**src/rtl/spi_tx_serializer_if.sv**
```systemverilog
// spi_tx_serializer_if: FIFO read-side and SPI master signals of the serializer.
// master = serializer view, slave = FIFO/SPI-slave/environment view.
interface spi_tx_serializer_if #(
    parameter int DATA_WIDTH = 8
);
    logic                  enable;
    logic                  fifo_empty;
    logic [DATA_WIDTH-1:0] fifo_data_out;
    logic                  fifo_rd_en;
    logic                  SS_n;
    logic                  SCLK;
    logic                  MOSI;
    logic                  busy;
    logic                  frame_done;
    modport master (
        input  enable, fifo_empty, fifo_data_out,
        output fifo_rd_en, SS_n, SCLK, MOSI, busy, frame_done
    );
    modport slave (
        output enable, fifo_empty, fifo_data_out,
        input  fifo_rd_en, SS_n, SCLK, MOSI, busy, frame_done
    );
endinterface

```
**src/rtl/spi_tx_serializer.sv**
```systemverilog
// spi_tx_serializer: pops FIFO words and shifts them out MSB-first as SPI mode-0 frames.
// Define SPI_TX_PARITY_EN to append an odd-parity bit (~^data) to every frame.
module spi_tx_serializer #(
    parameter int DATA_WIDTH = 8,
    parameter int CLK_DIV    = 4
) (
    input logic                 clk,
    input logic                 rst_n,
    spi_tx_serializer_if.master bus
);
`ifdef SPI_TX_PARITY_EN
    localparam int NBITS = DATA_WIDTH + 1;
`else
    localparam int NBITS = DATA_WIDTH;
`endif
    localparam int CW = $clog2(CLK_DIV + 1);
    localparam int BW = $clog2(NBITS + 1);
    localparam logic [CW-1:0] CNT_MAX = CW'(CLK_DIV - 1);
    localparam logic [BW-1:0] BIT_MAX = BW'(NBITS - 1);

    typedef enum logic [2:0] {IDLE, FETCH, LOAD, SHIFT, GAP} state_t;

    state_t           state_q, state_d;
    logic [NBITS-1:0] shreg_q, shreg_d, load_word;
    logic [CW-1:0]    cnt_q, cnt_d;
    logic [BW-1:0]    bit_q, bit_d;
    logic             rd_en_q, rd_en_d;
    logic             ss_n_q, ss_n_d;
    logic             sclk_q, sclk_d;
    logic             mosi_q, mosi_d;
    logic             done_q, done_d;
    logic             busy_q;
    logic             wrap;

`ifdef SPI_TX_PARITY_EN
    assign load_word = {bus.fifo_data_out, ~^bus.fifo_data_out};
`else
    assign load_word = bus.fifo_data_out;
`endif
    assign wrap = cnt_q == CNT_MAX;

    always_comb begin
        state_d = state_q;
        shreg_d = shreg_q;
        cnt_d   = cnt_q;
        bit_d   = bit_q;
        rd_en_d = 1'b0;
        ss_n_d  = ss_n_q;
        sclk_d  = sclk_q;
        mosi_d  = mosi_q;
        case (state_q)
            IDLE: begin
                rd_en_d = bus.enable && !bus.fifo_empty;
                state_d = rd_en_d ? FETCH : IDLE;
            end
            FETCH: state_d = LOAD;
            LOAD: begin
                shreg_d = load_word;
                ss_n_d  = 1'b0;
                mosi_d  = load_word[NBITS-1];
                cnt_d   = '0;
                bit_d   = '0;
                state_d = SHIFT;
            end
            SHIFT: begin
                cnt_d = wrap ? '0 : cnt_q + 1'b1;
                if (wrap) begin
                    sclk_d = !sclk_q;
                    // falling SCLK edge: advance to the next bit or close the frame
                    if (sclk_q && bit_q == BIT_MAX) begin
                        ss_n_d  = 1'b1;
                        mosi_d  = 1'b0;
                        state_d = GAP;
                    end else if (sclk_q) begin
                        bit_d   = bit_q + 1'b1;
                        shreg_d = shreg_q << 1;
                        mosi_d  = shreg_q[NBITS-2];
                    end
                end
            end
            GAP: begin
                cnt_d   = wrap ? '0 : cnt_q + 1'b1;
                state_d = wrap ? IDLE : GAP;
            end
            default: state_d = IDLE;
        endcase
        done_d = state_d == GAP && cnt_d == CNT_MAX;
    end

    always_ff @(posedge clk or negedge rst_n) begin
        if (!rst_n) begin
            state_q <= IDLE;
            shreg_q <= '0;
            cnt_q   <= '0;
            bit_q   <= '0;
            rd_en_q <= 1'b0;
            ss_n_q  <= 1'b1;
            sclk_q  <= 1'b0;
            mosi_q  <= 1'b0;
            done_q  <= 1'b0;
            busy_q  <= 1'b0;
        end else begin
            state_q <= state_d;
            shreg_q <= shreg_d;
            cnt_q   <= cnt_d;
            bit_q   <= bit_d;
            rd_en_q <= rd_en_d;
            ss_n_q  <= ss_n_d;
            sclk_q  <= sclk_d;
            mosi_q  <= mosi_d;
            done_q  <= done_d;
            busy_q  <= state_d != IDLE;
        end
    end

    assign bus.fifo_rd_en = rd_en_q;
    assign bus.SS_n       = ss_n_q;
    assign bus.SCLK       = sclk_q;
    assign bus.MOSI       = mosi_q;
    assign bus.busy       = busy_q;
    assign bus.frame_done = done_q;
endmodule

```
**src/flat_wrapper.sv**
```systemverilog
// flat-port wrapper written by rule: the top's interface ports become plain ports
module spi_tx_serializer_flat 
#(
    parameter int DATA_WIDTH = 8,
    parameter int CLK_DIV    = 4
)
  (clk, rst_n, bus_enable, bus_fifo_empty, bus_fifo_data_out, bus_fifo_rd_en, bus_SS_n, bus_SCLK, bus_MOSI, bus_busy, bus_frame_done);
  spi_tx_serializer_if #(.DATA_WIDTH(DATA_WIDTH)) bus_i ();
  input logic clk;
  input logic rst_n;
  input wire logic [$bits(bus_i.enable)-1:0] bus_enable;
  input wire logic [$bits(bus_i.fifo_empty)-1:0] bus_fifo_empty;
  input wire logic [$bits(bus_i.fifo_data_out)-1:0] bus_fifo_data_out;
  output wire logic [$bits(bus_i.fifo_rd_en)-1:0] bus_fifo_rd_en;
  output wire logic [$bits(bus_i.SS_n)-1:0] bus_SS_n;
  output wire logic [$bits(bus_i.SCLK)-1:0] bus_SCLK;
  output wire logic [$bits(bus_i.MOSI)-1:0] bus_MOSI;
  output wire logic [$bits(bus_i.busy)-1:0] bus_busy;
  output wire logic [$bits(bus_i.frame_done)-1:0] bus_frame_done;
  assign bus_i.enable = bus_enable;
  assign bus_i.fifo_empty = bus_fifo_empty;
  assign bus_i.fifo_data_out = bus_fifo_data_out;
  assign bus_fifo_rd_en = bus_i.fifo_rd_en;
  assign bus_SS_n = bus_i.SS_n;
  assign bus_SCLK = bus_i.SCLK;
  assign bus_MOSI = bus_i.MOSI;
  assign bus_busy = bus_i.busy;
  assign bus_frame_done = bus_i.frame_done;
  spi_tx_serializer #(.DATA_WIDTH(DATA_WIDTH), .CLK_DIV(CLK_DIV)) u_core (.clk(clk), .rst_n(rst_n), .bus(bus_i));
endmodule
```
**config.mk**
```make
export PLATFORM = sky130hd
export DESIGN_NAME = spi_tx_serializer_flat
export DESIGN_NICKNAME = d
export VERILOG_FILES = /design/src/rtl/spi_tx_serializer_if.sv /design/src/rtl/spi_tx_serializer.sv /design/src/flat_wrapper.sv
export SDC_FILE = /design/constraint.sdc
export NUM_CORES = 1
export LEC_CHECK = 0
export BUFFER_PORTS_ARGS = -buffer_cell sky130_fd_sc_hd__buf_2
export CAP_MARGIN = 20
export CORE_MARGIN = 4
export CORE_UTILIZATION = 45
export DETAILED_ROUTE_END_ITERATION = 16
export GPL_TIMING_DRIVEN = 0
export HOLD_SLACK_MARGIN = 0.05
export PLACE_DENSITY_LB_ADDON = 0.1
export SLEW_MARGIN = 20
export SYNTH_ARGS = -nofsm -noshare
export SYNTH_HDL_FRONTEND = slang
export SYNTH_SLANG_ARGS = --single-unit
```
**constraint.sdc**
```tcl
create_clock -name clk -period 3.6 [get_ports clk]
set_input_delay 0.18 -clock clk [delete_from_list [all_inputs] [get_ports clk]]
set_output_delay 0.18 -clock clk [all_outputs]
set_load 0.01 [all_outputs]
```
## Word-level counts from Yosys, hierarchy flattened

Cells that the tools add are included.

- Flip-flop bits (word level): 23
- Bits in latches: 0
- Memory bits (writable): 0
- Memory bits (read-only): 0
- Output and inout bits: 6
- Logic and storage cells: 61
- Memories: 0

- $add $sub $neg: 2
- $mul: 0
- Divide/modulo/power cells: 0
- $lt $le $gt $ge: 0
- Equality and inequality tests: 13
- Shift operators: 0
- Mux-type cells: 23
- Bitwise operators: 0
- Reduce and logical (&&, ||, !) cells: 13

Operators by type and width:

| cell | count |
|---|---|
| $mux W7 | 3 |
| $pmux W3 S5 | 1 |
| $pmux W7 S2 | 1 |
| $eq A3 B2 Y1 const B | 4 |
| $mux W3 | 4 |
| $mux W4 | 3 |
| $pmux W4 S2 | 1 |
| $mux W1 | 7 |
| $eq A3 B3 Y1 const B | 2 |
| $ne A2 B1 Y1 const B | 3 |
| $pmux W3 S2 | 1 |
| $reduce_and A3 Y1 | 2 |
| $add A4 B1 Y4 const B | 1 |
| $eq A4 B3 Y1 const B | 1 |
| $pmux W1 S2 | 2 |
| $reduce_and A4 Y1 | 1 |
| $add A3 B1 Y3 const B | 1 |
| $eq A3 B1 Y1 const B | 1 |
| $logic_and A1 B1 Y1 | 3 |
| $logic_not A3 Y1 | 1 |
| $ne A3 B1 Y1 const B | 1 |
| $reduce_bool A3 Y1 | 1 |
| $logic_not A1 Y1 | 2 |
| $ne A2 B2 Y1 const B | 1 |
| 3 further kinds | 3 |

## Longest topological paths before layout

- Depth after elaboration: 7
- Mapped depth: 6
- Mapped depth without buffers: 5

## Least setup slack after synthesis

OpenSTA, ideal clock, no wires.

- Path type: reg2reg
- Start point: register u_core.cnt_q[0]
- End point: register u_core.done_q (netlist: u_core.bus.frame_done)
- Arrival time: 1.730 ns
- Data required time: 3.532 ns
- Path slack: 1.802 ns
- Cell stages (with the launch flop): 7
- Period minus slack after synthesis: 1.798 ns
- Cell sequence: dfrtp_1 ha_1 nor2b_4 buf_6 or4b_4 a32oi_2 and4b_1

- Cells in the longest elaborated chain, start to end: 5
- Elaborated cells on any way between the ends: 10

Ends and longest elaborated chain:

| element | RTL line | source |
|---|---|---|
| start: declaration | spi_tx_serializer.sv:25 | `logic [CW-1:0] cnt_q, cnt_d;` |
| start signal: assignment | spi_tx_serializer.sv:105 | `cnt_q <= cnt_d;` |
| $add A3 B1 Y3 or $eq A3 B2 Y1 (tied branches) | spi_tx_serializer.sv:66, spi_tx_serializer.sv:82, spi_tx_serializer.sv:40 |  |
| $mux W3 | spi_tx_serializer.sv:66, spi_tx_serializer.sv:82 |  |
| $pmux W3 S2 * | spi_tx_serializer.sv:51 | `case (state_q)` |
| via u_core.cnt_d[0] | spi_tx_serializer.sv:25 |  |
| $eq A3 B2 Y1 * | spi_tx_serializer.sv:87 | `done_d = state_d == GAP && cnt_d == CNT_MAX;` |
| $logic_and A1 B1 Y1 * | spi_tx_serializer.sv:87 |  |
| via u_core.done_d | spi_tx_serializer.sv:31 | `logic done_q, done_d;` |
| end signal: assignment | spi_tx_serializer.sv:111 | `done_q <= done_d;` |
| end: declaration | spi_tx_serializer.sv:31 |  |

Mark *: on every way through the listed nets, which the timed path passes. The rest lies on a longest branch.
A chain may end at the register's enable or synchronous reset.

## Final worst setup path

Ends and elaborated chain as after synthesis.

==> results.toml <==
[power]
p_leak_nw = 0.6267
ir_drop_mv = 0.2496
powerDensity_nw_per_um2 = 300.9

[yosys]
synth_nets = 118
avgSynthCellArea_um2 = 11.22
yosys_warnings = 0
syn_area_um2 = 1167
ys_ff_latch = 23
synth_cells = 104
ys_seq_area_share_pct = 49.41
yosysUniqueCellTypes = 38

[detailed_routing]
drtAntennaViolNets = 0
wire_per_inst_um = 14.83
wl_mm = 2.314
drt_iter0_drc = 18
via_per_inst = 5.513
vias = 860
first_pass_iters = 4
drc = 0

[sta]
finalSetupViolCount = 0
hold_viol_final = 0
skew_ns = 0.01176
rsz0062_at_grt = "no"
min_period_ns = 1.963
worst_pin_slew_ns = 0.4986
tns_ns = 0
max_freq_mhz = 509.6
finalMaxSlewViolations = 0
final.setup.worst_slack_ns = 1.637
period_share_pct = 54.51
slew_headroom_pct = 66.76

[grt]
gr-usage-all-layers_pct = 15.92
use_met1_pct = 19.36
busiest_layer = "met2"
antenna_found_initial = 0
grt_util_met2_pct = 26.81
grt_overflow = 0
grt_pass1_wl_mm = 4.174
grt_pass1_vias = 926
grt_max_degree = 24
grt_use_met3_pct = 5.482

[worst_setup_path]
worstPathArrival_ns = 2.22
worstSetupStartpoint = "u_core.cnt_q[0]$_DFF_PN0_"
critPathSlowestCell = "or4b_4"
end_kind = "register"
crit_family = "simple AND/OR/NAND/NOR gates"
r2r-start = "u_core.cnt_q[0]$_DFF_PN0_"
worstPathMaxFanout = 9
critPathMaxStageDelay_ns = 0.48
cp_cell_sequence = "ha_1 -> nor2b_4 -> buf_6 -> or4b_4 -> a32oi_2 -> and4b_1"
critPathLaunchType = "register"
path_buf_inv = 1
critical_path_required_ns = 3.86
reg2reg_setup_slack_ns = 1.64
critPathKind = "register to register"

[finish]
layout_commonest_cell = "dfrtp_1"
area_delta_synth_final_pct = 13.93
nFillCells = 243
nets = 141
final_cell_mix = "dfrtp_1 (22), buf_2 (18), mux2_2 (9)"
drive_above_1_share_pct = 29.37
diodes = 0

[die]
core_um2 = 2477
row_count = 18
fp.dieH_um = 58.93
start_util_pct = 47.12
die-area_um2 = 3473
io_pins = 18
die_w_um = 58.93

[cts]
cts_buffers = 3
clock-root-buffer = "clkbuf_4"
clock_path_buffers = 2
cts.sinks = 23
h-tree-depth = 1
cts_setup_buffers = 0
insertion_delay_ns = 0.32
clkTransAtPathRegs_ns = 0.13
post_cts_resized = 0
tritoncts = "done"
ctsHoldBuffers = 1

[place]
pre_cts_ws_ns = 1.655
dpl.hpwl_mm = 1.694
port_buffers = 17
gp_congestion = 0.8013

[flow_run]
drv_cap = 0

[min_path]
hp-class = "input pin to register"
min_from = "bus_fifo_data_out[0]"

[outcome]
status = "completed"
[path summary, 6_finish.rpt]
path / endpoint / cells after the start
setup / recovery: u_core.bus.frame_done$_DFF_PN0_ / 6
hold / removal: u_core.shreg_q[0]$_DFFE_PN0P_ / 3
setup reg to reg: u_core.bus.frame_done$_DFF_PN0_ / 6
hold reg to reg: u_core.shreg_q[6]$_DFFE_PN0P_ / 1
max in group asynchronous: u_core.bus.SS_n$_DFFE_PN1P_ / 2
min in group asynchronous: u_core.bit_q[0]$_DFFE_PN0P_ / 2
[sequential cells by signal, indices dropped and copies added, names as in the netlist]
register and count:
u_core.cnt_q 3, u_core.bus.frame_done 1, u_core.bit_q 4, u_core.bus.SCLK 1
u_core.bus.SS_n 1, u_core.state_q 3, u_core.bus.MOSI 1, u_core.bus.busy 1
u_core.bus.fifo_rd_en 1, u_core.shreg_q 7
[kinds of logic after synthesis]
| logic type | count (synthesis) | share of synthesized area [%] |
|---|---|---|
| AOI/OAI and AO/OA | 20 | 13.08 |
| DFF | 23 | 49.41 |
| buffers and inverters | 7 | 3.000 |
| xor gates and xnor gates | 1 | 0.7504 |
| adders and majority gates | 2 | 2.143 |
| and+or+nand+nor | 40 | 21.01 |
| muxes | 11 | 10.61 |
[worst reg2reg max path, delay by kind of cell (launching register included)]
kind / cells / cell delay, ns
adder cells (fa/ha/maj): 1 / 0.26
flip-flops: 1 / 0.45
AND/OR/NAND/NOR: 3 / 0.85
buffers and inverters: 1 / 0.13
AO/OA/AOI/OAI: 1 / 0.22
[power breakdown]
group	internal, W	switching, W
registers	0.000260	0.000000824
logic	0.00000695	0.00000726
clock network	0.0000424	0.0000827
total	0.000309	0.0000908
[per-stage QoR]
stage	util, %	cell area (um2)	hold WS (ns)	std cells	total power (W)
after global routing	53.69	1330	0.08720	156	0.0004191
after CTS	53.69	1330	0.06811	156	0.0004071
after global placement	52.07	1290	0.1798	151	0.0002795
after detailed placement	52.07	1290	0.1826	151	0.0002799
final	53.69	1330	0.07223	156	0.0004002
after floorplan	-	1167	-0.1156	104	0.0002681
[synth_stat cells]
cell type / n / area [um2]
o22ai_1: 2 / 12.51
a32o_1: 1 / 10.01
xor2_1: 1 / 8.760
a32oi_2: 1 / 16.27
and4b_1: 2 / 20.02
mux2_2: 9 / 101.4
mux2_1: 2 / 22.52
or3_1: 2 / 12.51
and3_1: 4 / 25.02
or2b_1: 1 / 7.510
nand4_1: 3 / 18.77
a211oi_1: 2 / 15.01
nand3_1: 3 / 15.01
dfrtp_1: 22 / 550.5
inv_1: 1 / 3.750
nor2_1: 7 / 26.28
or4b_4: 1 / 13.76
a2bb2oi_1: 2 / 17.52
dfstp_2: 1 / 26.28
nor2b_1: 1 / 6.260
nand3b_1: 3 / 22.52
a21oi_2: 1 / 8.760
a31oi_1: 3 / 18.77
clkbuf_1: 4 / 15.01
and2b_1: 1 / 7.510
a21oi_1: 2 / 10.01
o21ai_0: 1 / 5.000
o21ai_1: 1 / 5.000
nor2b_4: 1 / 13.76
buf_6: 1 / 11.26
nand2b_1: 4 / 25.02
nand2_1: 6 / 22.52
and3b_1: 1 / 8.760
a22o_1: 1 / 8.760
ha_1: 2 / 25.02
buf_2: 1 / 5.000
o21bai_1: 1 / 7.510
o311ai_1: 2 / 17.52
[per-layer routing]
metal	up-vias	part of all wire [%]	routed length [um]
met5	-	0	0
met4	0	0.82	19
met3	2	5.2	121
met2	14	48	1109
met1	415	46	1063
li1	429	-	-
[final cells by class]
class / instances / area, um2 / share of cell area, %
Buffer: 6 / 31.28 / 2.352
Clock buffer: 3 / 22.52 / 1.693
Clock inverter: 1 / 7.507 / 0.5644
Inverter: 1 / 3.754 / 0.2822
Multi-Input combinational cell: 74 / 555.5 / 41.77
Sequential cell: 23 / 576.8 / 43.37
Tap cell: 30 / 37.54 / 2.822
Timing Repair Buffer: 18 / 95.09 / 7.150
(Power assumes the default switching activity.)
